[config.mk]
export PLATFORM = sky130hd
export DESIGN_NAME = lcd_rgb_packer
export DESIGN_NICKNAME = d
export VERILOG_FILES = /design/src/rtl/lcd_pack_pkg.sv /design/src/rtl/lcd_pack_fifo.sv /design/src/rtl/lcd_rgb_packer.sv
export SDC_FILE = /design/constraint.sdc
export NUM_CORES = 1
export LEC_CHECK = 0
export CORE_ASPECT_RATIO = 2
export CORE_MARGIN = 2
export CORE_UTILIZATION = 25
export CTS_BUF_LIST = sky130_fd_sc_hd__clkbuf_2 sky130_fd_sc_hd__clkbuf_4 sky130_fd_sc_hd__clkbuf_8
export DETAILED_ROUTE_END_ITERATION = 8
export SYNTH_ARGS = -nofsm -noshare
export SYNTH_HDL_FRONTEND = slang
export SYNTH_HIERARCHICAL = 1
export SYNTH_SLANG_ARGS = --single-unit
export TNS_END_PERCENT = 50
[constraint.sdc]
create_clock -name HCLK -period 7.6 [get_ports HCLK]
set_clock_uncertainty 0.2 [all_clocks]
set_input_delay 0.76 -clock HCLK [delete_from_list [all_inputs] [get_ports HCLK]]
set_output_delay 0.76 -clock HCLK [all_outputs]
set_load 0.03 [all_outputs]
[src/rtl/lcd_pack_pkg.sv]
// lcd_pack_pkg: shared state encoding, stream byte lanes and pad constants for the RGB packer
package lcd_pack_pkg;

    typedef enum logic [1:0] {IDLE, RUN, FLUSH} state_t;

    // position of each component inside the 6-byte beat stream (byte 0 goes out first)
    localparam int LANE_R0 = 0;
    localparam int LANE_G0 = 1;
    localparam int LANE_B0 = 2;
    localparam int LANE_R1 = 3;
    localparam int LANE_G1 = 4;
    localparam int LANE_B1 = 5;

    localparam logic [7:0] PAD_BYTE = 8'h00;

    // FIFO entry: {eof, sof, data[31:0]}
    localparam int FIFO_W = 34;

endpackage

[src/rtl/lcd_pack_fifo.sv]
// lcd_pack_fifo: 2-write/1-read synchronous FIFO with occupancy-based free count
module lcd_pack_fifo #(
    parameter int DEPTH = 16,
    parameter int DW    = 34
) (
    input  logic                       clk,
    input  logic                       rst,
    input  logic                       push0,
    input  logic                       push1,
    input  logic [DW-1:0]              din0,
    input  logic [DW-1:0]              din1,
    input  logic                       pop,
    output logic [DW-1:0]              dout,
    output logic                       valid,
    output logic [$clog2(DEPTH):0]     free_cnt
);
    localparam int AW = $clog2(DEPTH);

    logic [DW-1:0] mem [DEPTH];
    logic [AW-1:0] wr_ptr, rd_ptr;
    logic [AW:0]   count;
    logic          pop_ok;

    assign valid    = count != '0;
    assign pop_ok   = pop && valid;
    assign dout     = valid ? mem[rd_ptr] : '0;
    assign free_cnt = (AW+1)'(DEPTH) - count;

    // storage writes; push1 always lands in the slot after push0
    always_ff @(posedge clk) begin
        if (push0) mem[wr_ptr] <= din0;
        if (push1) mem[wr_ptr + AW'(1)] <= din1;
    end

    // pointers and occupancy
    always_ff @(posedge clk) begin
        if (rst) begin
            wr_ptr <= '0;
            rd_ptr <= '0;
            count  <= '0;
        end else begin
            wr_ptr <= wr_ptr + AW'(push0) + AW'(push1);
            rd_ptr <= rd_ptr + AW'(pop_ok);
            count  <= count + (AW+1)'(push0) + (AW+1)'(push1) - (AW+1)'(pop_ok);
        end
    end

endmodule

[src/rtl/lcd_rgb_packer.sv]
// lcd_rgb_packer: packs 2-pixel RGB888 beats into a byte-continuous 32-bit word stream
module lcd_rgb_packer import lcd_pack_pkg::*; #(
    parameter int IMG_PIX_W  = 8,
    parameter int W_SIZE     = 12,
    parameter int FIFO_DEPTH = 16
) (
    input  logic                 HCLK,
    input  logic                 HRESET,
    input  logic [W_SIZE-1:0]    cfg_width,
    input  logic [W_SIZE-1:0]    cfg_height,
    input  logic                 cfg_start,
    input  logic                 in_valid,
    input  logic [IMG_PIX_W-1:0] in_r0,
    input  logic [IMG_PIX_W-1:0] in_g0,
    input  logic [IMG_PIX_W-1:0] in_b0,
    input  logic [IMG_PIX_W-1:0] in_r1,
    input  logic [IMG_PIX_W-1:0] in_g1,
    input  logic [IMG_PIX_W-1:0] in_b1,
    output logic                 out_valid,
    input  logic                 out_ready,
    output logic [31:0]          out_data,
    output logic                 out_sof,
    output logic                 out_eof,
    output logic                 frame_done,
    output logic                 overflow,
    output logic                 busy
);
    localparam int AW = $clog2(FIFO_DEPTH);
    localparam int CW = 2 * W_SIZE;

    state_t              state;
    logic [CW-1:0]       total_beats, beat_cnt, beat_nxt;
    logic                phase, sof_pending, pad_done, eof_pushed;
    logic [15:0]         residue;
    logic                stg_push0, stg_push1;
    logic [FIFO_W-1:0]   stg_d0, stg_d1, head;
    logic [AW:0]         free_cnt;
    logic [AW+1:0]       avail;
    logic [47:0]         stream;
    logic [31:0]         w0;
    logic [W_SIZE-1:0]   eff_w;
    logic                pop, beat, fits, acc, last_beat, pad_go, start_ok, flush_exit;

    assign eff_w     = cfg_width & ~W_SIZE'(1);
    assign start_ok  = state == IDLE && cfg_start && eff_w != '0 && cfg_height != '0;
    assign pop       = out_valid && out_ready;
    // staged words land in the FIFO next edge, so they already count against free space
    assign avail     = (AW+2)'(free_cnt) + (AW+2)'(pop) - (AW+2)'(stg_push0) - (AW+2)'(stg_push1);
    assign beat      = state == RUN && in_valid;
    assign fits      = avail >= (phase ? (AW+2)'(2) : (AW+2)'(1));
    assign acc       = beat && fits;
    assign beat_nxt  = beat_cnt + CW'(1);
    assign last_beat = beat_nxt == total_beats;
    assign pad_go    = state == FLUSH && phase && !pad_done && avail != '0;
    // without an eof word in flight (last beat dropped on an even boundary) the frame ends once drained
    assign flush_exit = state == FLUSH && (eof_pushed ? (pop && head[33]) : (!phase && !out_valid && !stg_push0));
    assign w0        = phase ? {stream[15:0], residue} : stream[31:0];
    assign busy      = state != IDLE;
    assign out_data  = head[31:0];
    assign out_sof   = head[32];
    assign out_eof   = head[33];

    // lay the beat out as a 6-byte stream, first byte in the low lane
    always_comb begin
        stream = '0;
        stream[8*LANE_R0 +: 8] = in_r0;
        stream[8*LANE_G0 +: 8] = in_g0;
        stream[8*LANE_B0 +: 8] = in_b0;
        stream[8*LANE_R1 +: 8] = in_r1;
        stream[8*LANE_G1 +: 8] = in_g1;
        stream[8*LANE_B1 +: 8] = in_b1;
    end

    // frame FSM, start latch, packer state and the one-deep push stage
    always_ff @(posedge HCLK) begin
        if (HRESET) begin
            state       <= IDLE;
            total_beats <= '0;
            beat_cnt    <= '0;
            phase       <= 1'b0;
            residue     <= '0;
            sof_pending <= 1'b0;
            pad_done    <= 1'b0;
            eof_pushed  <= 1'b0;
            overflow    <= 1'b0;
            frame_done  <= 1'b0;
            stg_push0   <= 1'b0;
            stg_push1   <= 1'b0;
            stg_d0      <= '0;
            stg_d1      <= '0;
        end else begin
            frame_done <= 1'b0;
            stg_push0  <= acc || pad_go;
            stg_push1  <= acc && phase;
            stg_d0     <= pad_go ? {1'b1, sof_pending, PAD_BYTE, PAD_BYTE, residue} : {1'b0, sof_pending, w0};
            stg_d1     <= {last_beat, 1'b0, stream[47:16]};
            if (start_ok) begin
                state       <= RUN;
                total_beats <= CW'(eff_w[W_SIZE-1:1]) * CW'(cfg_height);
                beat_cnt    <= '0;
                phase       <= 1'b0;
                residue     <= '0;
                overflow    <= 1'b0;
                sof_pending <= 1'b1;
                pad_done    <= 1'b0;
                eof_pushed  <= 1'b0;
            end
            if (beat) begin
                beat_cnt <= beat_nxt;
                if (fits) begin
                    phase       <= !phase;
                    sof_pending <= 1'b0;
                    if (!phase) residue <= stream[47:32];
                end else begin
                    overflow <= 1'b1;
                end
                if (last_beat) state <= FLUSH;
            end
            if (pad_go) begin
                pad_done    <= 1'b1;
                sof_pending <= 1'b0;
            end
            if ((acc && phase && last_beat) || pad_go) eof_pushed <= 1'b1;
            if (flush_exit) begin
                state      <= IDLE;
                frame_done <= 1'b1;
            end
        end
    end

    lcd_pack_fifo #(.DEPTH(FIFO_DEPTH), .DW(FIFO_W)) u_fifo (
        .clk      (HCLK),
        .rst      (HRESET),
        .push0    (stg_push0),
        .push1    (stg_push1),
        .din0     (stg_d0),
        .din1     (stg_d1),
        .pop      (pop),
        .dout     (head),
        .valid    (out_valid),
        .free_cnt (free_cnt)
    );

endmodule

==> results of run 1 <==
kinds of logic after synthesis:
| kind of cell | Yosys count |
|---|---|
| AO/OA/AOI/OAI | 326 |
| adder cells (fa/ha/maj) | 175 |
| XOR/XNOR | 55 |
| AND/OR/NAND/NOR | 628 |
| multiplexers | 838 |
| other | 1 |
| flip-flops | 697 |
| buffers and inverters | 403 |
layer usage:
metal  global-route usage [%]  wire (µm)
met5                        0        336
met4                     6.72       5510
met3                     3.10       7200
met2                     28.0      64800
met1                     15.7      43900
worst max-delay path by stage:
stage / end / slack (ps) / depth (start not counted) / start
finish: total_beats[18] / 1280 / 19 / cfg_height[5]
global route: total_beats[18] / 1050 / 19 / cfg_height[5]
CTS: total_beats[18] / 1360 / 19 / cfg_height[5]
detailed placement: total_beats[18] / 560 / 19 / cfg_height[5]
global placement: total_beats[18] / 560 / 19 / cfg_height[5]
floorplan: total_beats[18] / 1720 / 18 / cfg_width[3]
stage by stage:
stage	instance area, µm²	hold WS (ps)
6_report	44300	256
5_1_grt	44300	258
4_1_cts	44200	205
3_5_place_dp	42300	245
3_3_place_gp	42300	243
2_1_floorplan	39300	232
Yosys cell counts, drive strengths merged, types with 4 or more instances:
cell type / number / area share, %
mux2i: 282 / 7.2
fa: 94 / 4.8
o22ai: 24 / 0.38
inv: 139 / 1.3
a211oi: 4 / 0.077
buf: 110 / 1.9
a221oi: 13 / 0.29
ha: 81 / 2.6
a31oi: 10 / 0.16
nand2b: 10 / 0.16
nand4: 27 / 0.48
a21o: 8 / 0.15
nor4b: 6 / 0.13
or2: 4 / 0.064
nand2: 210 / 2.0
nand3: 47 / 0.64
nand3b: 5 / 0.096
nor3: 30 / 0.51
o21ai: 61 / 0.78
xor2: 17 / 0.38
nor4: 19 / 0.44
nor3b: 4 / 0.077
edfxtp: 544 / 42
and3: 7 / 0.11
a22oi: 117 / 2.2
or4: 5 / 0.099
clkbuf: 154 / 1.5
mux4: 12 / 0.69
nor2b: 52 / 0.84
nor2: 113 / 1.2
o21a: 4 / 0.077
dfxtp: 153 / 7.8
a21oi: 61 / 0.78
and2: 79 / 1.3
or3: 4 / 0.064
o211ai: 4 / 0.077
mux2: 544 / 16
xnor2: 38 / 0.85
power by group through the flow:
stage          combinational (µW)  clock, µW  sequential, µW
6_report                     4180       2980            4430
3_3_place_gp                 4170          0            4500
2_1_floorplan                3140          0            4360
3_5_place_dp                 4220          0            4510
4_1_cts                      4240       3050            4420
5_1_grt                      4620       3180            4450
tightest hold or removal path, cell delays in order, from the launching register on:
cell,delay (ps)
dfxtp_1,310
nand3_1,60
nand2_1,40
state kept, by name, summed over array words and instances, names as in the netlist, 2 cells and up:
name           count
stg_d1            33
state              2
residue           16
u_fifo/wr_ptr      4
beat_cnt          24
u_fifo/mem       544
u_fifo/rd_ptr      4
u_fifo/count       5
total_beats       23
stg_d0            34
final cells by class:
class | instances | area share [%]
flip-flops and latches | 697 | 43.8
multi-input cells | 2029 | 41.1
well taps | 2070 | 5.85
clock buffers | 141 | 3.85
repair buffers | 172 | 3.58
inverters | 139 | 1.18
clock inverters | 35 | 0.543
diodes | 8 | 0.0452
cells in the final DEF (no fill, tap or decap), types with 38 or more instances in the layout:
cell / n
o21ai_0: 60
a22oi_1: 117
edfxtp_1: 544
ha_1: 81
nor2_1: 95
mux2i_1: 282
nand2_1: 204
inv_1: 139
fa_1: 94
clkdlybuf4s50_1: 112
nor2b_1: 48
clkbuf_8: 103
mux2_2: 522
buf_4: 59
xnor2_1: 38
and2_1: 77
clkbuf_4: 38
a21oi_1: 61
dfxtp_1: 151
nand3_1: 44
==> flow_metrics.env, run 1 <==
export IMPL_ys_ff_latch=697
export IMPL_min_from="residue[15]"
export IMPL_wirelength_um=122000
export IMPL_synth_xor_area_share_pct=1.23
export IMPL_die_area_mm2=0.160
export IMPL_synth_compound_area_share_pct=5.46
export IMPL_cap_violations=0
export IMPL_rsz0062_at_grt="no"
export IMPL_critPathRequiredTime_ps=8080
export IMPL_synth_top_family_by_area="multiplexers"
export IMPL_total_power_uw=11600
export IMPL_coreArea_mm2=0.156
export IMPL_dp_slack_ps=558
export IMPL_p_seq_share_pct=38.2
export IMPL_nets=3384
export IMPL_place_port_buffers=113
export IMPL_synth_area_mm2=0.0392
export IMPL_syn_inst=3123
export IMPL_worst_slack_ps=1280
export IMPL_setup_viol=0
export IMPL_switching_share_pct=35.0
export IMPL_critPathSlowestCell="clkdlybuf4s50_1"
export IMPL_fin_tns_setup_ps=0
export IMPL_placementRows=205
export IMPL_dp_cells=5107
export IMPL_antenna_found_initial=30
export IMPL_p_int_uw=7530
export IMPL_synthSimpleGateAreaFrac_pct=8.33
export IMPL_timing_slew_headroom_pct=21.3
export IMPL_final_cells=5291
export IMPL_final_max_slew_viol_count=0
export IMPL_ys_types=76
export IMPL_max_freq_mhz=158
export IMPL_grt_pass1_wl_um=176000
export IMPL_cts_resized=0
export IMPL_vdd_ir_drop_max_mv=0.151
export IMPL_root_buffer="clkbuf_8"
export IMPL_postCtsSetupRepairBufs=0
export IMPL_critPathCaptureType="flop"
export IMPL_power_density_mw_per_mm2=262
export IMPL_critPathLaunchType="input port"
export IMPL_synth_adder_area_share_pct=7.38
export IMPL_hold_path_end="residue[15]"
export IMPL_gp_congestion=0.861
export IMPL_r2r_end="stg_d0[21]"
export IMPL_wire_per_inst_um=23.0
export IMPL_synth_edf_count=544
export IMPL_reg2regPathDepth=17
export IMPL_seqCellArea_mm2=0.0194
export IMPL_htreeDepth=3
export IMPL_cp_top_family="adder cells"
export IMPL_overflow=0
export IMPL_synthFlopType="edfxtp_1"
export IMPL_cts_buffers_inserted=93
export IMPL_pwr_share_comb_pct=36.1
export IMPL_p_switching_uw=4050
export IMPL_initial_core_util_pct=25.2
export IMPL_hold_path_class="flop to flop"
export IMPL_seq_area_frac_synth_pct=49.4
export IMPL_ys_warn_count=6
export IMPL_dieWidth_um=284
export IMPL_period_share_pct=83.2
export IMPL_dieHeight_um=564
export IMPL_p_leak_uw=0.0157
export IMPL_postLayoutCoreUtil_pct=28.4
export IMPL_critPathArrivalTime_ps=6800
export IMPL_nFillCells=16117
export IMPL_multi_input_area_mm2=0.0182
export IMPL_grt_max_degree=90
export IMPL_reg2reg_slack_ps=2180
export IMPL_area_delta_synth_final_pct=12.8
export IMPL_finalCriticalPeriod_ps=6320
export IMPL_crit_top_cell="fa_1"
export IMPL_dp_hpwl_um=73800
export IMPL_via_per_inst=4.83
export IMPL_cts_tree="built"
export IMPL_first_pass_iters=6
export IMPL_num_vias=25575
export IMPL_clk_latency_ps=750
export IMPL_final_layout_size_suffix_gt1_share_pct=25.7
export IMPL_critPathKind="input port to flop"
export IMPL_ant_nets=0
export IMPL_synth_mux_area_share_pct=23.5
export IMPL_cts_hold_buf=0
export IMPL_cts_sinks=697
export IMPL_drc=0
export IMPL_crit_chain="clkdlybuf4s50_1 > and2_1 > fa_1 > inv_1 > fa_1 > inv_1 > fa_1 > fa_1 > inv_1 > fa_1 > inv_1 > ha_1 > a21o_1 > a31oi_1 > nand2_1 > o31ai_1 > o21ai_0 > or4b_2 > nand3_1"
export IMPL_grt_usage_pct=14.8
export IMPL_clock_power_share_pct=25.7
export IMPL_timing_rr_start="u_fifo/count[0]"
export IMPL_async_flop_share_pct=0
export IMPL_critPathBufInv=5
export IMPL_finalHoldViolCount=0
export IMPL_clk_pin_slew_ps=70
export IMPL_hold_depth=2
export IMPL_outcome="finished, final reports clean"
export IMPL_slowest_delay_ps=730
export IMPL_crit_fanout=12
export IMPL_clock_path_buffers=3
export IMPL_grt_pass1_vias=26599
export IMPL_syn_area_per_cell_um2=12.6
export IMPL_ios=115
export IMPL_tightest_slew_ps=1180
export IMPL_drt_iter0_drc=1809
Note: power is estimated with default switching activity, not from simulation.
==> inputs of run 2 (changes only) <==
Clock period 7.6 ns to 5.3 ns, I/O delays scaled along.
==> flow_metrics.env, run 2 (synthesis gave the netlist of run 1 again) <==
export IMPL_outcome="finished, final reports clean"
export IMPL_htreeDepth=3
export IMPL_num_vias=26121
export IMPL_grt_pass1_wl_um=184000
export IMPL_grt_usage_pct=15.5
export IMPL_timing_slew_headroom_pct=19.0
export IMPL_timing_rr_start="u_fifo/count[1]"
export IMPL_wire_per_inst_um=23.5
export IMPL_grtUsageMet3_pct=3.11
export IMPL_pwr_share_comb_pct=39.0
export IMPL_setup_viol=0
export IMPL_multi_input_area_mm2=0.0183
export IMPL_crit_top_cell="fa_1"
export IMPL_p_leak_uw=0.0163
export IMPL_cts_tree="built"
export IMPL_dp_cells=5204
export IMPL_largest_register="u_fifo/mem"
export IMPL_overflow=0
export IMPL_reg2reg_slack_ps=510
export IMPL_die_area_mm2=0.160
export IMPL_nets=3481
export IMPL_first_pass_iters=5
export IMPL_startpoint="cfg_width[9]"
export IMPL_grt_pass1_vias=27491
export IMPL_dp_hpwl_um=82300
export IMPL_critPathRequiredTime_ps=5710
export IMPL_dp_slack_ps=-857
export IMPL_worst_slack_ps=113
export IMPL_crit_chain="clkdlybuf4s50_1 > and2_4 > fa_1 > fa_1 > fa_1 > fa_1 > inv_1 > fa_1 > inv_2 > ha_4 > buf_4 > nand4_1 > a21oi_1 > o21ai_1 > buf_4 > a311o_1 > nand2_1 > o221ai_1"
export IMPL_switching_share_pct=35.2
export IMPL_critPathArrivalTime_ps=5590
export IMPL_clk_pin_slew_ps=70
export IMPL_slowest_delay_ps=570
export IMPL_dieWidth_um=284
export IMPL_place_port_buffers=113
export IMPL_nFillCells=16133
export IMPL_antenna_found_initial=33
export IMPL_root_buffer="clkbuf_8"
export IMPL_critPathSlowestCell="clkdlybuf4s50_1"
export IMPL_critPathKind="input port to flop"
export IMPL_gp_congestion=0.916
export IMPL_hold_path_class="input port to flop"
export IMPL_placementRows=205
export IMPL_largest_reg_flops=544
export IMPL_grtUsageMet2_pct=29.9
export IMPL_critPathLaunchType="input port"
export IMPL_hold_depth=2
export IMPL_cts_sinks=697
export IMPL_wirelength_um=127000
export IMPL_final_max_slew_viol_count=0
export IMPL_crit_fanout=7
export IMPL_finalHoldViolCount=0
export IMPL_cap_violations=0
export IMPL_clock_power_share_pct=24.3
export IMPL_drt_iter0_drc=1650
export IMPL_p_int_uw=11200
export IMPL_power_density_mw_per_mm2=383
export IMPL_tightest_slew_ps=1210
export IMPL_critPathCaptureType="flop"
export IMPL_ant_nets=0
export IMPL_p_seq_share_pct=36.7
export IMPL_reg2regPathDepth=18
export IMPL_grt_busiest_layer="met2"
export IMPL_cts_buffers_inserted=92
export IMPL_seqCellArea_mm2=0.0194
export IMPL_final_cells=5391
export IMPL_grt_use_met1_pct=15.6
export IMPL_finalCriticalPeriod_ps=5190
export IMPL_grt_max_degree=64
export IMPL_initial_core_util_pct=25.2
export IMPL_vdd_ir_drop_max_mv=0.246
export IMPL_clk_latency_ps=750
export IMPL_via_per_inst=4.85
export IMPL_final_layout_size_suffix_gt1_share_pct=28.5
export IMPL_layout_commonest_cell="edfxtp_1"
export IMPL_drc=0
export IMPL_p_switching_uw=6090
export IMPL_max_freq_mhz=193
export IMPL_min_from="HRESET"
export IMPL_clock_path_buffers=3
export IMPL_period_share_pct=97.9
export IMPL_crit_path_end="total_beats[22]"
export IMPL_reg_top3="u_fifo/mem x544, stg_d0 x34, stg_d1 x33"
export IMPL_layout_common_cells="edfxtp_1, mux2_2, mux2i_1, nand2_1, dfxtp_1"
export IMPL_ios=115
export IMPL_rsz0062_at_grt="no"
export IMPL_dieHeight_um=564
export IMPL_r2r_end="stg_d0[21]"
export IMPL_area_delta_synth_final_pct=15.2
export IMPL_coreArea_mm2=0.156
-- run 2: worst max-delay path: cells and delay by family --
family | cells | cell delay (ps)
buf+inv | 5 | 980
fa+ha+maj | 6 | 2840
compound gates | 4 | 870
simple gates | 3 | 400
-- run 2: layout make-up --
class,count,area share [%]
tap,2070,5.73
sequential,697,42.9
antenna,13,0.0720
multi-input combinational,2029,40.5
inverter,139,1.15
clock inverter,35,0.496
clock buffer,138,3.66
timing repair buffer,270,5.44
-- run 2: per-layer routing --
layer	vias up	wire, µm
met3	347	7440
met2	846	67900
met1	13264	44400
met4	38	6870
met5	-	247
li1	11626	-
-- run 2: power by group through the flow --
stage	clock, µW	combinational [µW]	sequential [µW]
6_report	4200	6750	6340
5_1_grt	4480	7430	6360
4_1_cts	4300	6780	6340
3_5_place_dp	0	6750	6460
3_3_place_gp	0	6660	6460
2_1_floorplan	0	4640	6250
-- run 2: worst min-delay path by stage --
stage,end
finish,u_fifo/rd_ptr[2]
global route,u_fifo/rd_ptr[2]
CTS,stg_d0[13]
detailed placement,residue[15]
global placement,residue[15]
floorplan,stg_d0[32]
-- run 2: timing repair --
item	4_1_cts	5_1_grt
pin swaps	0	1
setup buffers	0	1
cloned	0	0
endpoints found under the setup margin	1	8
resized for setup	6	13
hold buffers	0	0
-- run 2: metrics by stage --
stage	cell area (µm²)	power (µW)	hold WS [ps]	util (%)	setup TNS [ps]
2_1_floorplan	39500	10900	232	-	0
3_3_place_gp	43200	13100	241	27.7	-8080
3_5_place_dp	43200	13200	244	27.7	-8830
4_1_cts	45100	17400	106	28.9	0
5_1_grt	45200	18300	158	29.0	0
6_report	45200	17300	154	29.0	0
==> inputs of run 3 (changes only) <==
Settings changed: CTS_CLUSTER_DIAMETER set to 30.
Clock period 5.3 ns to 5.87 ns, I/O delays scaled along.
==> flow_metrics.env, run 3 (synthesis gave the netlist of run 1 again) <==
export IMPL_tightest_slew_ps=1180
export IMPL_reg_top3="u_fifo/mem x544, stg_d0 x34, stg_d1 x33"
export IMPL_dp_hpwl_um=80000
export IMPL_period_share_pct=95.7
export IMPL_place_area_mm2=0.0430
export IMPL_gp_congestion=0.893
export IMPL_crit_top_cell="fa_1"
export IMPL_crit_fanout=8
export IMPL_grt_pass1_vias=27517
export IMPL_root_buffer="clkbuf_8"
export IMPL_area_delta_synth_final_pct=14.8
export IMPL_critPathRequiredTime_ps=6350
export IMPL_htreeDepth=3
export IMPL_grt_pass1_wl_um=182000
export IMPL_placementRows=205
export IMPL_slowest_delay_ps=630
export IMPL_drc=0
export IMPL_wire_per_inst_um=23.1
export IMPL_critPathLaunchType="input port"
export IMPL_max_freq_mhz=178
export IMPL_coreArea_mm2=0.156
export IMPL_crit_chain="clkdlybuf4s50_1 > and2_1 > fa_1 > inv_1 > fa_1 > inv_1 > fa_1 > fa_1 > inv_1 > fa_1 > inv_1 > ha_1 > a21o_1 > a31oi_2 > nand2_1 > o31ai_1 > o21ai_0 > or4b_2 > nand3_1"
export IMPL_dieHeight_um=564
export IMPL_first_pass_iters=7
export IMPL_clock_path_buffers=3
export IMPL_finalCriticalPeriod_ps=5620
export IMPL_final_layout_size_suffix_gt1_share_pct=27.6
export IMPL_dp_slack_ps=-593
export IMPL_worst_slack_ps=251
export IMPL_clk_pin_slew_ps=80
export IMPL_fin_area_mm2=0.0450
export IMPL_p_leak_uw=0.0162
export IMPL_total_power_uw=15700
export IMPL_dieWidth_um=284
export IMPL_cts_buffers_inserted=94
export IMPL_timing_slew_headroom_pct=21.0
export IMPL_grt_usage_pct=15.3
export IMPL_num_vias=25821
export IMPL_antenna_found_initial=37
export IMPL_postLayoutCoreUtil_pct=28.9
export IMPL_hold_path_class="input port to flop"
export IMPL_critPathSlowestCell="or4b_2"
export IMPL_dp_cells=5187
export IMPL_final_cells=5372
export IMPL_nets=3465
export IMPL_final_max_slew_viol_count=0
export IMPL_cap_violations=0
export IMPL_drt_iter0_drc=1851
export IMPL_critPathKind="input port to flop"
export IMPL_grt_max_degree=83
export IMPL_ant_nets=0
export IMPL_power_density_mw_per_mm2=348
export IMPL_rsz0062_at_grt="no"
export IMPL_initial_core_util_pct=25.2
export IMPL_critPathCaptureType="flop"
export IMPL_via_per_inst=4.81
export IMPL_layout_common_cells="edfxtp_1, mux2_2, mux2i_1, nand2_1, dfxtp_1"
export IMPL_place_port_buffers=113
export IMPL_wirelength_um=124000
export IMPL_overflow=0
export IMPL_setup_viol=0
export IMPL_critPathArrivalTime_ps=6100
export IMPL_cts_sinks=697
export IMPL_outcome="finished, final reports clean"
export IMPL_cts_tree="built"
export IMPL_nFillCells=16128
export IMPL_vdd_ir_drop_max_mv=0.221
export IMPL_largest_register="u_fifo/mem"
export IMPL_ios=115
export IMPL_die_area_mm2=0.160
export IMPL_largest_reg_flops=544
export IMPL_clk_latency_ps=730
export IMPL_layout_commonest_cell="edfxtp_1"
export IMPL_finalHoldViolCount=0
-- run 3: cell types whose count changed in the layout (fill, tap and decap cells not counted), moves of 6 or more --
cell / before / now
dlymetal6s2s_1: 7 / 0
and2_1: 71 / 77
and2_4: 6 / 0
clkbuf_8: 99 / 107
buf_4: 147 / 134
clkbuf_4: 39 / 28
clkdlybuf4s50_1: 100 / 112
-- run 3: per-stage QoR --
step	hold WS [ps]	setup TNS, ps
floorplan	232	0
global placement	243	-2970
detailed placement	247	-3480
CTS	32.5	0
global route	85.4	0
finish	101	0
-- run 3: final cells by class --
type | count | area [µm²] | area share, %
antenna | 11 | 27.5 | 0.0611
clock buffer | 135 | 1680 | 3.74
clock inverter | 39 | 360 | 0.800
inverter | 139 | 522 | 1.16
multi-input combinational | 2029 | 18200 | 40.4
sequential | 697 | 19400 | 43.1
tap | 2070 | 2590 | 5.75
timing repair buffer | 252 | 2250 | 4.99
-- run 3: routing by layer --
layer	GRT usage [%]	share of wire (%)	up-vias
met5	0	0.25	-
li1	-	-	11591
met1	16.0	36	13036
met2	28.7	53	809
met3	3.01	5.9	339
met4	8.06	5.5	46
-- run 3: repair_timing --
action                     in CTS  in global routing
gates resized for setup         0                  1
hold buffers                    0                  0
setup endpoints to repair       0                  1
setup buffers                   0                  0
-- run 3: worst max-delay path: cells and delay by family --
family | cells | cell delay (ps)
simple gates | 4 | 1090
fa+ha+maj | 6 | 2720
compound gates | 4 | 890
buf+inv | 5 | 820
-- run 3: power breakdown --
group | total, µW | internal [µW] | switching (µW)
logic | 5910 | 2680 | 3230
clock network | 4040 | 2090 | 1950
registers | 5720 | 5460 | 261
total | 15700 | 10200 | 5430
-- run 3: final timing paths --
path / depth (start not counted) / from / to / slack [ps]
hold reg to reg: 2 / residue[12] / residue[12] / 260
hold / removal: 2 / HRESET / stg_d0[10] / 100
setup / recovery: 19 / cfg_height[3] / total_beats[18] / 250
setup reg to reg: 17 / u_fifo/count[0] / stg_d0[19] / 630
